**config.mk**
```make
export PLATFORM = sky130hd
export DESIGN_NAME = pipe_skid_reg
export DESIGN_NICKNAME = d
export VERILOG_FILES = /design/src/rtl/pipe_pkg.sv /design/src/rtl/pipe_skid_ctrl.sv /design/src/rtl/pipe_skid_reg.sv
export SDC_FILE = /design/constraint.sdc
export NUM_CORES = 1
export LEC_CHECK = 0
export BUFFER_PORTS_ARGS = -buffer_cell sky130_fd_sc_hd__buf_2
export CAP_MARGIN = 20
export CORE_UTILIZATION = 28
export DETAILED_ROUTE_END_ITERATION = 12
export HOLD_SLACK_MARGIN = 0.05
export SYNTH_ARGS = -nofsm -noshare
export SYNTH_HDL_FRONTEND = slang
export SYNTH_SLANG_ARGS = --single-unit
```
**constraint.sdc**
```tcl
create_clock -name clk -period 3.36 [get_ports clk]
set_input_delay 0.672 -clock clk [delete_from_list [all_inputs] [get_ports clk]]
set_output_delay 0.672 -clock clk [all_outputs]
set_load 0.01 [all_outputs]
```
**src/rtl/pipe_pkg.sv**
```systemverilog
// Shared pipeline-control definitions.
// State encodings are reused by other pipeline control blocks; keep values fixed.
package pipe_pkg;

    typedef enum logic [1:0] {
        PIPE_EMPTY   = 2'd0,  // no entry held
        PIPE_BUSY    = 2'd1,  // main register live
        PIPE_FULL    = 2'd2,  // main and skid registers live
        PIPE_ILLEGAL = 2'd3   // unreachable; FSMs recover to EMPTY
    } pipe_state_e;

    // True when the state presents a live entry at the stage output.
    function automatic logic pipe_state_has_entry(input pipe_state_e s);
        return (s == PIPE_BUSY) || (s == PIPE_FULL);
    endfunction

endpackage

```
**src/rtl/pipe_skid_ctrl.sv**
```systemverilog
// Handshake FSM for the skid-buffered pipeline register.
// in_ready/out_valid are registered; load strobes are combinational for the datapath.
module pipe_skid_ctrl
    import pipe_pkg::*;
(
    input  logic clk,
    input  logic rst,
    input  logic flush,
    input  logic in_valid,
    input  logic out_ready,
    output logic in_ready,
    output logic out_valid,
    output logic load_main,
    output logic load_skid,
    output logic main_from_skid
);

    pipe_state_e state;
    logic        acc;
    logic        drn;

    assign acc = in_valid & in_ready;
    assign drn = out_valid & out_ready;

    // Datapath load strobes for the coming edge; flush suppresses all loads.
    always_comb begin
        load_main      = 1'b0;
        load_skid      = 1'b0;
        main_from_skid = (state == PIPE_FULL);
        if (!flush) begin
            case (state)
                PIPE_EMPTY: load_main = acc;
                PIPE_BUSY: begin
                    load_main = acc & drn;
                    load_skid = acc & ~drn;
                end
                PIPE_FULL:  load_main = drn;
                default: ;
            endcase
        end
    end

    // State register with registered handshake outputs; flush and illegal codes go to EMPTY.
    always_ff @(posedge clk or posedge rst) begin
        if (rst) begin
            state     <= PIPE_EMPTY;
            in_ready  <= 1'b1;
            out_valid <= 1'b0;
        end else if (flush) begin
            state     <= PIPE_EMPTY;
            in_ready  <= 1'b1;
            out_valid <= 1'b0;
        end else begin
            case (state)
                PIPE_EMPTY: begin
                    if (acc) begin
                        state     <= PIPE_BUSY;
                        out_valid <= 1'b1;
                    end
                end
                PIPE_BUSY: begin
                    if (acc && !drn) begin
                        state    <= PIPE_FULL;
                        in_ready <= 1'b0;
                    end else if (!acc && drn) begin
                        state     <= PIPE_EMPTY;
                        out_valid <= 1'b0;
                    end
                end
                PIPE_FULL: begin
                    if (drn) begin
                        state    <= PIPE_BUSY;
                        in_ready <= 1'b1;
                    end
                end
                default: begin
                    state     <= PIPE_EMPTY;
                    in_ready  <= 1'b1;
                    out_valid <= 1'b0;
                end
            endcase
        end
    end

endmodule

```
**src/rtl/pipe_skid_reg.sv**
```systemverilog
// Pipeline-stage register with valid/ready handshake and a one-entry skid buffer.
// Optional stall statistics counter enabled by defining PIPE_SKID_STATS_EN.
module pipe_skid_reg
    import pipe_pkg::*;
#(
    parameter int unsigned        WIDTH     = 32,
    parameter logic [WIDTH-1:0]   RESET_VAL = '0
) (
    input  logic             clk,
    input  logic             rst,
    input  logic             flush,
    input  logic             in_valid,
    output logic             in_ready,
    input  logic [WIDTH-1:0] in_data,
    output logic             out_valid,
    input  logic             out_ready,
    output logic [WIDTH-1:0] out_data
`ifdef PIPE_SKID_STATS_EN
    ,
    output logic [31:0]      stall_cnt
`endif
);

    logic [WIDTH-1:0] m_data;
    logic [WIDTH-1:0] s_data;
    logic             load_main;
    logic             load_skid;
    logic             main_from_skid;

    pipe_skid_ctrl u_ctrl (
        .clk            (clk),
        .rst            (rst),
        .flush          (flush),
        .in_valid       (in_valid),
        .out_ready      (out_ready),
        .in_ready       (in_ready),
        .out_valid      (out_valid),
        .load_main      (load_main),
        .load_skid      (load_skid),
        .main_from_skid (main_from_skid)
    );

    // Main and skid data registers; main refills from skid when draining out of FULL.
    always_ff @(posedge clk or posedge rst) begin
        if (rst) begin
            m_data <= RESET_VAL;
            s_data <= RESET_VAL;
        end else if (flush) begin
            m_data <= RESET_VAL;
            s_data <= RESET_VAL;
        end else begin
            if (load_main) begin
                m_data <= main_from_skid ? s_data : in_data;
            end
            if (load_skid) begin
                s_data <= in_data;
            end
        end
    end

    assign out_data = m_data;

`ifdef PIPE_SKID_STATS_EN
    // Saturating count of output stall cycles; cleared by reset only.
    always_ff @(posedge clk or posedge rst) begin
        if (rst) begin
            stall_cnt <= '0;
        end else if (out_valid && !out_ready && (stall_cnt != '1)) begin
            stall_cnt <= stall_cnt + 32'd1;
        end
    end
`endif

endmodule
```
==> impl_metrics.py <==
metrics = {
    "yosys": {
        "ys_ff_latch": 68,
        "yosysWarnings": 0,
        "ys.flop_type": "dfrtp_1",
        "synth_top_cell_by_area": "dfrtp_1",
        "async_flop_share": 1.00,
        "syn_avg_cell_area_um2": 10.5,
        "syn_area_um2": 3220,
        "syn_nets": 345,
        "synth_common_cells": "67 x dfrtp_1, 66 x nand2_1, 35 x a21oi_1, 35 x nor2_1, 32 x mux2i_1",
        "yosysMostFrequentCell": "dfrtp_1",
        "synth-edff-count": 0,
        "postSynthCellCount": 308,
        "synth_cell_type_count": 25,
        "ys_seq_area_frac": 0.529,
        "yosys-top-cells-area": "dfrtp_1 52%, a211oi_2 11%, mux2i_1 9.9%, nand2_1 7.7%, a21oi_1 5.4%",
        "synth_top_area_frac": 0.521,
    },
    "timing": {
        "fmax_mhz": 489,
        "hold_slack_ns": 0.326,
        "tightest_slew_ns": 0.932,
        "setup_viol": 0,
        "maxSlewViolCount": 0,
        "fin_skew_ns": 0.00611,
        "hold_viol": 0,
        "rsz0062_at_grt": "no",
        "period_needed_ns": 2.05,
        "fin_tns_setup_ns": 0,
        "post-route-period-util": 0.609,
        "relSlewSlack": 0.378,
    },
    "power": {
        "p_int_mw": 2.08,
        "power.total_mw": 2.88,
        "switching_share": 0.276,
        "net-switching-power_mw": 0.794,
        "seqPwrFrac": 0.351,
        "power.leakage_nw": 2.03,
        "p_per_area_nw_per_um2": 702,
        "comb_power_share": 0.218,
        "ir_drop_uv": 391,
        "pwr-share-clk": 0.431,
    },
    "final_layout": {
        "area_delta_synth_final_pct": 27.3,
        "fin_util": 0.372,
        "final_nets": 409,
        "fin_cells": 517,
        "drive_gt1_frac": 0.337,
        "num_antenna_cells": 0,
    },
    "grt": {
        "overflow": 0,
        "grt_max_degree": 69,
        "grt_pass1_vias": 2460,
        "globalRouteTotalUtil": 0.132,
        "grt_pass1_wl_um": 12200,
        "antenna_found_initial": 0,
    },
    "floorplan": {
        "rows": 38,
        "start_util": 0.292,
        "chipWidth_um": 109,
        "coreArea_um2": 11000,
        "die_area_um2": 11900,
        "ioPinCount": 71,
        "die_y_um": 109,
    },
    "critical_path": {
        "slowest_delay_ns": 0.65,
        "critPathCaptureType": "flip-flop",
        "crit_chain": "nand2_1, o31ai_4, buf_4, nor2_1, a211oi_2",
        "critPathKind": "flip-flop to flip-flop",
        "cp-startpoint": "u_ctrl.in_ready",
        "crit_path_start_kind": "flip-flop",
        "rr_worst_depth": 5,
        "cp.required_ns": 3.60,
        "r2r_start": "u_ctrl.in_ready",
        "cp_slowest_cell": "buf_4",
        "reg2reg_slack_ns": 1.31,
        "reg2reg_to": "out_data[5]",
        "setup.worst_path.end": "out_data[5]",
        "worstPathArrival_ns": 2.28,
        "crit_fanout": 64,
    },
    "drt": {
        "viasPerCell": 4.68,
        "ant_nets": 0,
        "avgRoutedWirePerCell_um": 14.3,
        "drtIter0Drc": 98,
        "via_count": 2417,
        "wl_met2_um": 3620,
        "drc_errors": 0,
        "first_pass_iters": 4,
        "m1WireLength_um": 3370,
        "dr_wl_met3_um": 315,
        "highest_layer": "met4",
        "postRouteWirelength_um": 7370,
    },
    "clock_network": {
        "clk_path_buf_depth": 2,
        "cts.sinks": 68,
        "post_cts_buffers": 0,
        "clk_latency_ns": 0.32,
        "cts_buffers": 9,
        "htreeDepth": 3,
        "cts_hold_buf": 0,
        "cts_tree": "yes",
        "clk_root_buffer_cell": "clkbuf_16",
        "ctsResizeCount": 0,
        "clkTransAtPathRegs_ns": 0.06,
    },
    "placement": {
        "dp_hpwl_um": 4700,
        "dp.cells": 501,
        "io_buffers": 70,
        "gp_congestion": 0.715,
    },
    "min_path": {
        "hold_path.class": "input port to async pin",
    },
    "flow_run": {
        "maxCapViolCount": 0,
    },
    "status": {
        "status": "finished clean",
    },
}
-- per-stage QoR --
stage / area [um^2] / setup slack [ns]
2_1_floorplan: 3220 / 0.978
3_3_place_gp: 3680 / 1.16
3_5_place_dp: 3700 / 1.08
4_1_cts: 4100 / 1.28
5_1_grt: 4100 / 1.12
6_report: 4100 / 1.31
-- final cells by class --
class	count	area (um^2)
fillers	1118	6930
flip-flops and latches	68	1700
multi-input cells	213	1390
repair buffers	77	428
clock buffers	10	239
well taps	140	175
clock inverters	6	159
inverters	3	11.3
-- per-layer routing --
metal / global-route usage / vias to the layer above
met1: 0.167 / 1169
met4: 0.0448 / 0
li1: - / 1193
met3: 0.0335 / 4
met5: 0 / -
met2: 0.218 / 51
-- critical path, delay by kind of cell (launching register included) --
family / cells / cell delay [ns]
buffers and inverters: 1 / 0.65
flip-flops: 1 / 0.56
AO/OA/AOI/OAI: 2 / 0.46
AND/OR/NAND/NOR: 2 / 0.26
-- power by group through the flow --
stage	logic (mW)	registers, mW	clock network, mW
after floorplan	0.424	1.05	0
final	0.626	1.01	1.24
after global placement	0.625	1.02	0
after detailed placement	0.642	1.03	0
after global routing	0.696	1.03	1.31
after CTS	0.642	1.01	1.28
-- state kept, by name (all words and copies together), names as in the netlist --
name,flops
u_ctrl.in_ready,1
s_data,32
out_data,32
u_ctrl.state,2
u_ctrl.out_valid,1
-- how the worst min path moves through the flow --
stage / start / end / cells past startpoint
floorplan: s_data[0] / s_data[0] / 2
global placement: s_data[26] / s_data[26] / 2
detailed placement: s_data[16] / s_data[16] / 2
CTS: rst / out_data[26] / 2
global route: rst / out_data[26] / 2
finish: rst / out_data[27] / 2
-- cells in the final DEF, fill, tap and decap left out --
cell       instances
buf_2             70
dfrtp_1           67
nand2_1           66
nor2_1            35
a21oi_1           34
mux2i_1           32
a211oi_2          28
clkbuf_16          9
bufinv_16          5
buf_4              5
a211oi_1           4
nand4b_1           2
inv_1              2
buf_12             2
a21oi_4            1
a21o_1             1
a21boi_2           1
o31ai_4            1
nand2b_2           1
inv_2              1
xnor2_1            1
nor2b_1            1
o22ai_1            1
a2bb2oi_1          1
a31oi_1            1
o21bai_1           1
a221oi_1           1
clkbuf_8           1
clkinv_4           1
dfstp_2            1
-- cells by family after synthesis --
group	count (synthesis)	share of synthesized area
compound gates	75	0.197
xor+xnor	1	0.00272
mux	32	0.0995
buf+inv	27	0.0455
simple gates	105	0.127
flops	68	0.529
No activity file was read; power rests on OpenSTA's default activity.
